### src/rtl/proc_pkg.sv
// Shared processor constants used by the front-end buffering blocks.
package proc_pkg;

    localparam int unsigned INSTR_W_DEF = 16;
    localparam int unsigned PC_W_DEF    = 16;
    localparam logic [15:0] NOP_INSTR   = 16'h0800;

    // Pointer width for a power-of-two queue, never narrower than one bit.
    function automatic int unsigned ptr_width(input int unsigned depth);
        return (depth > 1) ? $clog2(depth) : 1;
    endfunction

endpackage

### src/rtl/fq_ptr.sv
// Wrapping queue pointer with increment enable and synchronous clear.
module fq_ptr
    import proc_pkg::*;
#(
    parameter int unsigned WIDTH = 2
) (
    input  logic             clk,
    input  logic             rst_n,
    input  logic             clr,
    input  logic             inc,
    output logic [WIDTH-1:0] ptr
);

    logic [WIDTH-1:0] ptr_q, ptr_d;

    // Natural binary wrap relies on a power-of-two depth.
    always_comb begin
        ptr_d = ptr_q;
        if (clr) begin
            ptr_d = '0;
        end else if (inc) begin
            ptr_d = ptr_q + WIDTH'(1);
        end
    end

    always_ff @(posedge clk or negedge rst_n) begin
        if (!rst_n) begin
            ptr_q <= '0;
        end else begin
            ptr_q <= ptr_d;
        end
    end

    assign ptr = ptr_q;

endmodule

### src/rtl/fetch_queue.sv
// Fetch-to-decode instruction/PC queue with show-ahead output and flush on redirect.
module fetch_queue
    import proc_pkg::*;
#(
    parameter int unsigned        INSTR_W   = INSTR_W_DEF,
    parameter int unsigned        PC_W      = PC_W_DEF,
    parameter int unsigned        DEPTH     = 4,
    parameter logic [INSTR_W-1:0] NOP_INSTR = INSTR_W'(proc_pkg::NOP_INSTR)
) (
    input  logic                       clk,
    input  logic                       rst_n,
    input  logic                       in_valid,
    output logic                       in_ready,
    input  logic [INSTR_W-1:0]         in_instr,
    input  logic [PC_W-1:0]            in_pc,
    output logic                       out_valid,
    input  logic                       out_ready,
    output logic [INSTR_W-1:0]         out_instr,
    output logic [PC_W-1:0]            out_pc,
    input  logic                       flush,
    output logic [$clog2(DEPTH+1)-1:0] count
);

    localparam int unsigned PTR_W = ptr_width(DEPTH);
    localparam int unsigned CNT_W = $clog2(DEPTH + 1);
    localparam int unsigned ENT_W = INSTR_W + PC_W;

    logic [ENT_W-1:0] storage [DEPTH];
    logic [PTR_W-1:0] rd_ptr, wr_ptr;
    logic [CNT_W-1:0] count_q, count_d;
    logic             push, pop;

    // Both flags come from the count register only, so ready never sees out_ready.
    assign in_ready  = (count_q != CNT_W'(DEPTH));
    assign out_valid = (count_q != '0);
    assign push      = in_valid & in_ready & ~flush;
    assign pop       = out_valid & out_ready & ~flush;

    fq_ptr #(
        .WIDTH (PTR_W)
    ) u_rd_ptr (
        .clk   (clk),
        .rst_n (rst_n),
        .clr   (flush),
        .inc   (pop),
        .ptr   (rd_ptr)
    );

    fq_ptr #(
        .WIDTH (PTR_W)
    ) u_wr_ptr (
        .clk   (clk),
        .rst_n (rst_n),
        .clr   (flush),
        .inc   (push),
        .ptr   (wr_ptr)
    );

    always_comb begin
        count_d = count_q;
        if (flush) begin
            count_d = '0;
        end else begin
            unique case ({push, pop})
                2'b10:   count_d = count_q + CNT_W'(1);
                2'b01:   count_d = count_q - CNT_W'(1);
                default: count_d = count_q;
            endcase
        end
    end

    always_ff @(posedge clk or negedge rst_n) begin
        if (!rst_n) begin
            count_q <= '0;
        end else begin
            count_q <= count_d;
        end
    end

    // Storage is not reset; validity is carried entirely by count_q.
    always_ff @(posedge clk) begin
        if (push) begin
            storage[wr_ptr] <= {in_instr, in_pc};
        end
    end

    always_comb begin
        out_instr = NOP_INSTR;
        out_pc    = '0;
        if (out_valid) begin
            {out_instr, out_pc} = storage[rd_ptr];
        end
    end

    assign count = count_q;

endmodule

### config.mk
export PLATFORM = sky130hd
export DESIGN_NAME = fetch_queue
export DESIGN_NICKNAME = d
export VERILOG_FILES = /design/src/rtl/proc_pkg.sv /design/src/rtl/fq_ptr.sv /design/src/rtl/fetch_queue.sv
export SDC_FILE = /design/constraint.sdc
export NUM_CORES = 1
export LEC_CHECK = 0
export BUFFER_PORTS_ARGS = -buffer_cell sky130_fd_sc_hd__clkbuf_2
export CORE_MARGIN = 10
export CORE_UTILIZATION = 45
export DETAILED_ROUTE_END_ITERATION = 16
export RECOVER_POWER = 50
export SYNTH_ARGS = -nofsm -noshare
export SYNTH_HDL_FRONTEND = slang
export SYNTH_HIERARCHICAL = 1
export SYNTH_SLANG_ARGS = --single-unit
### constraint.sdc
create_clock -name clk -period 4.95 [get_ports clk]
set_input_delay 0.7425 -clock clk [delete_from_list [all_inputs] [get_ports clk]]
set_output_delay 0.7425 -clock clk [all_outputs]
set_load 0.02 [all_outputs]
---- After elaboration in Yosys (flattened, before gate mapping) ----
Memories as Yosys holds them, arrays and structs flattened.
Index checks and enable logic that the tools add are counted.
storage, ports and cells
  register bits ........................... 7
  memory bits (writable) .................. 128
  output and inout port bits .............. 37
  word-level logic and storage cells ...... 30
  memories ................................ 1
memory list
  name     depth  bits a word  read ports  clocked after Yosys merged registers in  wr ports  line               source
  storage  4      32           1           0                                        1         fetch_queue.sv:28  logic [ENT_W-1:0] storage [DEPTH];
operators by class
  $add $sub $neg .......................... 4
  eq/ne operators ......................... 3
  multiplexer cells ....................... 10
  bitwise operators ....................... 5
  reductions and logical operators ........ 4
operators with widths
  kind                                              count
  two-way mux 16 bit                                2
  two-way mux 2 bit                                 4
  one-hot mux 3 bit (2 select lines)                1
  nonzero test 3 bit                                2
  adder 2 x 1 -> 2 bit, second input constant       2
  bitwise AND 1 bit                                 4
  nonzero test 2 bit                                2
  adder 3 x 1 -> 3 bit, second input constant       1
  two-way mux 3 bit                                 1
  inequality test 3 bit, second input constant      1
  subtractor 3 x 1 -> 3 bit, second input constant  1
  == test 2 x 1 -> 1 bit, second input constant     1
  == test 2 bit, second input constant              1
  two-way mux 1 bit                                 2
  inverter 1 bit                                    1

---- Logic depth before layout (Yosys ltp) ----
Gate-level depths: netlist (run 1).
  word-level depth ........................ 6
  mapped depth ............................ 9

---- By module ----
The synthesis (run 1) kept the hierarchy.
modules (own cells, without submodules)
  module       times used  cells an instance  area each (um^2)  sequential area each (um^2)
  fetch_queue  1           236                5,177.5           3,918.8
  fq_ptr       2           7                  88.8              50.0

---- Worst setup path after synthesis (run 1) ----
No wires, ideal clock.
  path kind ............................... input-to-reg
  from .................................... input flush
  to ...................................... memory storage[0][0] (netlist name) (enable)
  setup time .............................. 0.468 ns
  arrival time ............................ 3.526 ns
  slack ................................... 0.956 ns
  cell stages on the path ................. 3
  path buffers ............................ 0
  cell sequence ........................... nand2b_4 a21oi_4 nor3b_1
between the ends
  cells in the longest elaborated chain, start to end .. 4
ends and longest elaborated chain
  element                                  line               source
  start: declaration                       fetch_queue.sv:20  input logic flush,
  inverter 1 bit                           fetch_queue.sv:36  assign push = in_valid & in_ready & ~flush;
  bitwise AND 1 bit                        fetch_queue.sv:36
  via push                                 fetch_queue.sv:31  logic push, pop;
  two-way mux 1 bit                        fetch_queue.sv:82  if (push) begin
  two-way mux 1 bit (implied by the code)  fetch_queue.sv:83  storage[wr_ptr] <= {in_instr, in_pc};
  end: declaration                         fetch_queue.sv:28
The timed path passes the listed nets, and every way through them passes these cells.

---- Worst setup path in the final report (run 1) ----
  from .................................... input flush
  to ...................................... memory storage[1][28] (netlist name) (enable)
The elaborated chain is that of the path after synthesis.

==> flow_summary.ini, run 1 <==
[outcome]
outcome = finished with violations
violations = capacitance limit, slew limit

[clock_network]
worst_setup_hold_path_clk_slew_ns = 0.06
cts_inserted_buffers = 17
cts_buffer_depth = 2
cts_root_buf = clkbuf_16
cts.hold.buffers_added = 0
clock_sink_count = 135
insertion_delay_ns = 0.41
post-cts-setup-buffer-count = 0
tritoncts = yes
post_cts_resize_count = 0
htree_levels = 4

[detailed_routing]
drtPass1Iterations = 4
vias = 2626
totalWireLength_um = 10000
post_drt_wl_per_cell_um = 20.4
drc = 0
drt-initial-drc-count = 158
vias_per_cell = 5.35
antenna_left = 0

[finish]
flow.area_growth_from_synthesis_pct = 20.2
multiInputGateArea_um2 = 1200
area.sequential_um2 = 4020
antenna_cells = 0
post_route_cells_drive_above_1_share = 0.325
fillers = 918
final_net_count = 373

[global_route]
globalRouteOverflowTotal = 0
pin_count_of_the_biggest_net_entering_global_routing = 35
grt_first_pass_wirelength_um = 15600
gr-max-usage-layer = met2
groute.layer.met3.usage = 0.0469
grt.total_usage = 0.127
grt_use_met1 = 0.154
groute.layer.met2.usage = 0.198
vias_in_the_first_global_route = 2880
antenna_found_initial = 0

[timing]
report.final.setup_viol = 0
worst_slew_pin_slew_ns = 1.51
setup_slack_ns = 1.59
skew_ns = 0.00328
timing_max_transition_violations_final = 17
setup_total_negative_slack_ns = 0
timing.final.crit_share = 0.679
rsz0062_at_grt = false
clock.fmax_mhz = 298
final_period_minus_worst_setup_slack_ns = 3.36
max_slew_margin = -0.0118
hold_violations = 0

[synthesis]
mappedNetlistNets = 288
yosys_warnings = 6
postSynthRegisterBits = 135
mappedNetlistArea_um2 = 5360
ys_seq_area_frac = 0.750
yosysUniqueCellTypes = 35
netlist_instances = 250
per_instance_average_area_after_synthesis_um2 = 21.4

[power]
totalPowerFinal_mw = 3.44
cellPowerDensity_nw_per_um2 = 535
worst_ir_drop_vdd_uv = 223
p_leak_nw = 2.17

[floorplanning]
num_io_pins = 74
fp.dieArea_um2 = 16700
std_cell_rows = 39
chipWidth_um = 129
placeableCoreArea_um2 = 11500
dieHeight_um = 129
starting_utilization_of_the_core_area = 0.465

[critical_path]
critPathCaptureType = register
crit_type = primary input to register
cp_max_fo = 17
cp.arrival_ns = 3.45
setup.worst_path.start_class = primary input
crit_required_ns = 5.04

[place]
place_ws_ns = 2.01
gp_congestion = 0.739
dp_hpwl_um = 6070
port-buffer-count = 73

[job]
cap_violations = 1

[min_path]
min_path_type = primary input to asynchronous set/reset pin
[routing by layer]
layer,part of all wire,vias to the layer above
met5,0,-
met4,0.018,0
met3,0.061,19
met2,0.49,73
met1,0.43,1356
li1,-,1178
[final cells by class]
cell class                      count  area share
Timing Repair Buffer               76      0.0531
Multi-Input combinational cell    103       0.187
Clock buffer                       17      0.0661
Inverter                            2     0.00117
Clock inverter                     15      0.0399
Sequential cell                   135       0.625
Tap cell                          143      0.0278
[per-stage QoR]
stage	hold WS, ns	instances	utilization	cell area (um2)
6_report	0.235	491	0.559	6440
4_1_cts	0.156	491	0.566	6520
3_5_place_dp	0.600	459	0.507	5840
3_3_place_gp	0.598	459	0.507	5840
2_1_floorplan	0.447	250	-	5360
5_1_grt	0.259	491	0.559	6440
[power breakdown]
group	total, mW	internal (mW)	switching (mW)
Sequential	1.35	1.30	0.0500
Clock	1.44	0.989	0.449
Combinational	0.655	0.253	0.401
[cell families (layout without fill, tap and decap cells)]
| group | after synthesis | count (layout) | synth area share |
|---|---|---|---|
| adders and majority gates | 1 | 1 | 0.00374 |
| xor gates and xnor gates | 3 | 3 | 0.00631 |
| buffers and inverters | 12 | 110 | 0.0196 |
| AOI/OAI and AO/OA | 9 | 9 | 0.0150 |
| muxes | 34 | 34 | 0.139 |
| and+or+nand+nor | 56 | 56 | 0.0657 |
| DFF | 135 | 135 | 0.750 |
[cell usage in the layout (no fill, tap or decap), drive strengths merged]
| cell | Yosys | layout |
|---|---|---|
| xor2 | 1 | 1 |
| nand2b | 3 | 3 |
| mux4 | 32 | 32 |
| and2 | 31 | 31 |
| nor2 | 6 | 6 |
| a31oi | 1 | 1 |
| bufinv | 0 | 7 |
| xnor2 | 2 | 2 |
| mux2i | 1 | 1 |
| and3 | 2 | 2 |
| clkinv | 0 | 8 |
| a21oi | 3 | 3 |
| nor3b | 2 | 2 |
| inv | 2 | 2 |
| o21ai | 2 | 2 |
| edfxtp | 128 | 128 |
| a21bo | 2 | 2 |
| nand3b | 2 | 2 |
| nand2 | 4 | 4 |
| buf | 7 | 3 |
| clkbuf | 3 | 90 |
| fa | 1 | 1 |
| nor3 | 3 | 3 |
| and3b | 1 | 1 |
| a311o | 1 | 1 |
| dfrtp | 7 | 7 |
| or2 | 1 | 1 |
| mux2 | 1 | 1 |
| nor2b | 1 | 1 |
[registers in the layout, indices dropped and copies added, names as in the netlist]
| name | cells |
|---|---|
| u_wr_ptr/ptr | 2 |
| u_rd_ptr/ptr | 2 |
| count | 3 |
| storage | 128 |
[worst max-delay path, stage by stage]
cell	delay (ns)
clkbuf_1	0.24
nand2b_1	0.22
a21oi_1	0.51
nand2_1	0.11
nor2_1	1.14
buf_4	0.46
[synthesized netlist by cell type (all sizes together)]
library cell	n	area, um2
a31oi	1	6.26
xnor2	2	17.5
or2	1	6.26
and3	2	12.5
mux2i	1	10.0
xor2	1	16.3
clkbuf	3	11.3
nand2	4	22.5
mux2	1	15.0
a21bo	2	20.0
buf	7	86.3
dfrtp	7	175
edfxtp	128	3840
o21ai	2	10.0
and2	31	194
nor3	3	20.0
mux4	32	721
fa	1	20.0
nor2b	1	6.26
a21oi	3	33.8
nor3b	2	15.0
nand3b	2	15.0
nand2b	3	26.3
a311o	1	10.0
inv	2	7.50
nor2	6	25.0
and3b	1	8.76
[final timing paths]
check / start / endpoint / cells past startpoint / slack, ns
setup reg to reg: count[0]$_DFFE_PN0P_ / storage[1][28]$_DFFE_PP_ / 5 / 1.73
max in group asynchronous: rst_n / u_rd_ptr/ptr[0]$_DFFE_PN0P_ / 1 / 4.39
hold / removal: rst_n / count[0]$_DFFE_PN0P_ / 1 / 0.24
hold reg to reg: u_wr_ptr/ptr[1]$_DFFE_PN0P_ / u_wr_ptr/ptr[1]$_DFFE_PN0P_ / 2 / 0.66
setup / recovery: flush / storage[1][28]$_DFFE_PP_ / 6 / 1.59
min in group clk: in_pc[12] / storage[0][12]$_DFFE_PP_ / 1 / 0.58
No activity file was read; power rests on OpenSTA's default activity.
==> run 2: changes to the inputs <==
--- a/config.mk
+++ b/config.mk
@@ -5,6 +5,7 @@
 export SDC_FILE = /design/constraint.sdc
 export NUM_CORES = 1
 export LEC_CHECK = 0
+export ABC_AREA = 1
 export BUFFER_PORTS_ARGS = -buffer_cell sky130_fd_sc_hd__clkbuf_2
 export CORE_MARGIN = 10
 export CORE_UTILIZATION = 45
==> constraint.sdc (replaced) <==
create_clock -name clk -period 3.2 [get_ports clk]
set_input_delay 0.48 -clock clk [delete_from_list [all_inputs] [get_ports clk]]
set_output_delay 0.48 -clock clk [all_outputs]
set_load 0.02 [all_outputs]
==> flow_summary.ini, run 2 <==
[synthesis]
mappedNetlistArea_um2 = 5420
yosys-top-cells-count = nor2_1 (133), edfxtp_1 (128), o21ai_0 (55)
synth_fa_ha_area_frac = 0.00370
per_instance_average_area_after_synthesis_um2 = 12.3
synth-compound-area-share = 0.0922
yosys-top-cells-area = edfxtp_1 (71%), nor2_1 (9.2%), o21ai_0 (5.1%), a21oi_1 (3.2%), dfrtp_1 (3.2%)
top_flip_flop_cell_by_instance_count_after_synthesis = edfxtp_1
synthArstFlopShare = 0.0519
synth_edf_count = 128
ys_seq_area_frac = 0.742
yosys_warnings = 6
mappedNetlistNets = 480
synth.mux.area_fraction = 0
largest_family_of_logic_cells_by_synthesized_area = simple AND/OR/NAND/NOR gates
synth-xor-area-share = 0.00162
yosysUniqueCellTypes = 23
largest_area_contributor_in_the_synthesized_netlist = edfxtp_1
netlist_instances = 442
synth_simple_gate_area_frac = 0.124
postSynthRegisterBits = 135
yosys.area.top_type_share = 0.710
synth_most_common_cell = nor2_1

[place]
dp_cells = 653
port-buffer-count = 73
place_ws_ns = 0.788
dp_hpwl_um = 7140
gp_congestion = 0.753
dpl-instance-area_um2 = 5950

[clock_network]
cts_buffer_depth = 2
cts_inserted_buffers = 17
clock_sink_count = 135
tritoncts = yes
insertion_delay_ns = 0.41
htree_levels = 4
worst_setup_hold_path_clk_slew_ns = 0.06
cts_root_buf = clkbuf_16

[critical_path]
crit_required_ns = 2.72
crit_type = register to output pin
cp_max_fo = 32
setup.worst_path.start = u_rd_ptr/ptr[0]$_DFFE_PN0P_
setup.worst_path.start_class = register
critPathCaptureType = output pin
cp.arrival_ns = 2.39
r2r_start = count[0]$_DFFE_PN0P_

[floorplanning]
dieHeight_um = 130
std_cell_rows = 40
chipWidth_um = 130
num_io_pins = 74
fp.dieArea_um2 = 16800
placeableCoreArea_um2 = 11900
starting_utilization_of_the_core_area = 0.455

[power]
totalPowerFinal_mw = 5.14
cellPowerDensity_nw_per_um2 = 795
worst_ir_drop_vdd_uv = 553
p_leak_nw = 2.33

[finish]
max_flop_register = storage
multiInputGateArea_um2 = 1190
final_area_um2 = 6470
final_core_utilization = 0.543
flow.area_growth_from_synthesis_pct = 19.4
final_net_count = 564
fillers = 1004
post_route_cells_drive_above_1_share = 0.160
area.sequential_um2 = 4020
largest_reg_flops = 128
layout.cells.non_filler = 687
commonest_cells_after_routing_fill_and_taps_aside = nor2_1 (134), edfxtp_1 (128), o21ai_0 (55)
layout.cells.most_common = nor2_1

[timing]
whs_ns = 0.325
hold_violations = 0
timing_max_transition_violations_final = 0
clock.fmax_mhz = 349
worst_slew_pin_slew_ns = 0.680
setup_slack_ns = 0.334
skew_ns = 0.00790
setup_total_negative_slack_ns = 0
final_period_minus_worst_setup_slack_ns = 2.87
max_slew_margin = 0.546
rsz0062_at_grt = false
report.final.setup_viol = 0
timing.final.crit_share = 0.896

[global_route]
vias_in_the_first_global_route = 3503
grt.total_usage = 0.147
globalRouteOverflowTotal = 0
grt_first_pass_wirelength_um = 18600
pin_count_of_the_biggest_net_entering_global_routing = 39
antenna_found_initial = 0

[detailed_routing]
vias_per_cell = 5.07
drtPass1Iterations = 5
post_drt_wl_per_cell_um = 17.1
antenna_left = 0
drc = 0
vias = 3486
drt-initial-drc-count = 359
totalWireLength_um = 11700

[outcome]
outcome = finished clean

[min_path]
hold_path.startpoint = in_pc[3]
min_path_type = primary input to register

[job]
cap_violations = 0
## run 2: kinds of logic (layout without fill, tap and decap cells)
logic type | Yosys count | in the layout
compound gates | 99 | 99
fa+ha+maj | 1 | 1
other cells | 0 | 1
xor+xnor | 1 | 1
simple gates | 169 | 169
flops | 135 | 135
buf+inv | 37 | 134
## run 2: final timing paths
path	slack, ns	depth (start not counted)	end
max	0.33	5	out_pc[6]
min in group asynchronous	0.51	2	count[0]$_DFFE_PN0P_
max in group asynchronous	2.36	2	u_rd_ptr/ptr[0]$_DFFE_PN0P_
max reg2reg	0.99	12	count[2]$_DFFE_PN0P_
min reg2reg	0.63	2	u_wr_ptr/ptr[1]$_DFFE_PN0P_
min	0.33	1	storage[2][3]$_DFFE_PP_
## run 2: area by class of cell
| type | count | share of cell area |
|---|---|---|
| Sequential cell | 135 | 0.622 |
| Multi-Input combinational cell | 270 | 0.184 |
| Antenna cell | 1 | 0.000387 |
| Inverter | 14 | 0.00813 |
| Clock buffer | 18 | 0.0664 |
| Tap cell | 147 | 0.0284 |
| Clock inverter | 14 | 0.0246 |
| Timing Repair Buffer | 88 | 0.0662 |
## run 2: critical path, cell delays in order, from the launching register on
cell      delay [ns]
dfrtp_2         0.72
inv_2           0.36
buf_4           0.31
o21ai_0         0.24
a21oi_1         0.12
clkbuf_2        0.20
## run 2: repair_timing
| action | CTS | global route |
|---|---|---|
| endpoints found under the setup margin | 0 | 0 |
| gates resized for setup | 0 | 0 |
| setup buffers | 0 | 0 |
| hold buffers | 1 | 0 |
| endpoints found under the hold margin | 7 | 0 |
## run 2: report_power, final
group | total, mW | internal (mW) | switching, mW
sequential | 2.08 | 2.02 | 0.0634
combinational | 1.15 | 0.318 | 0.835
clock | 1.91 | 1.21 | 0.695
total | 5.14 | 3.55 | 1.59
## run 2: metal layers
layer	routed length (um)	vias up	GRT usage
met1	5300	1643	0.186
met3	762	12	0.0552
met4	155	0	0.0648
met2	5500	105	0.223
li1	-	1726	-
met5	0	-	0
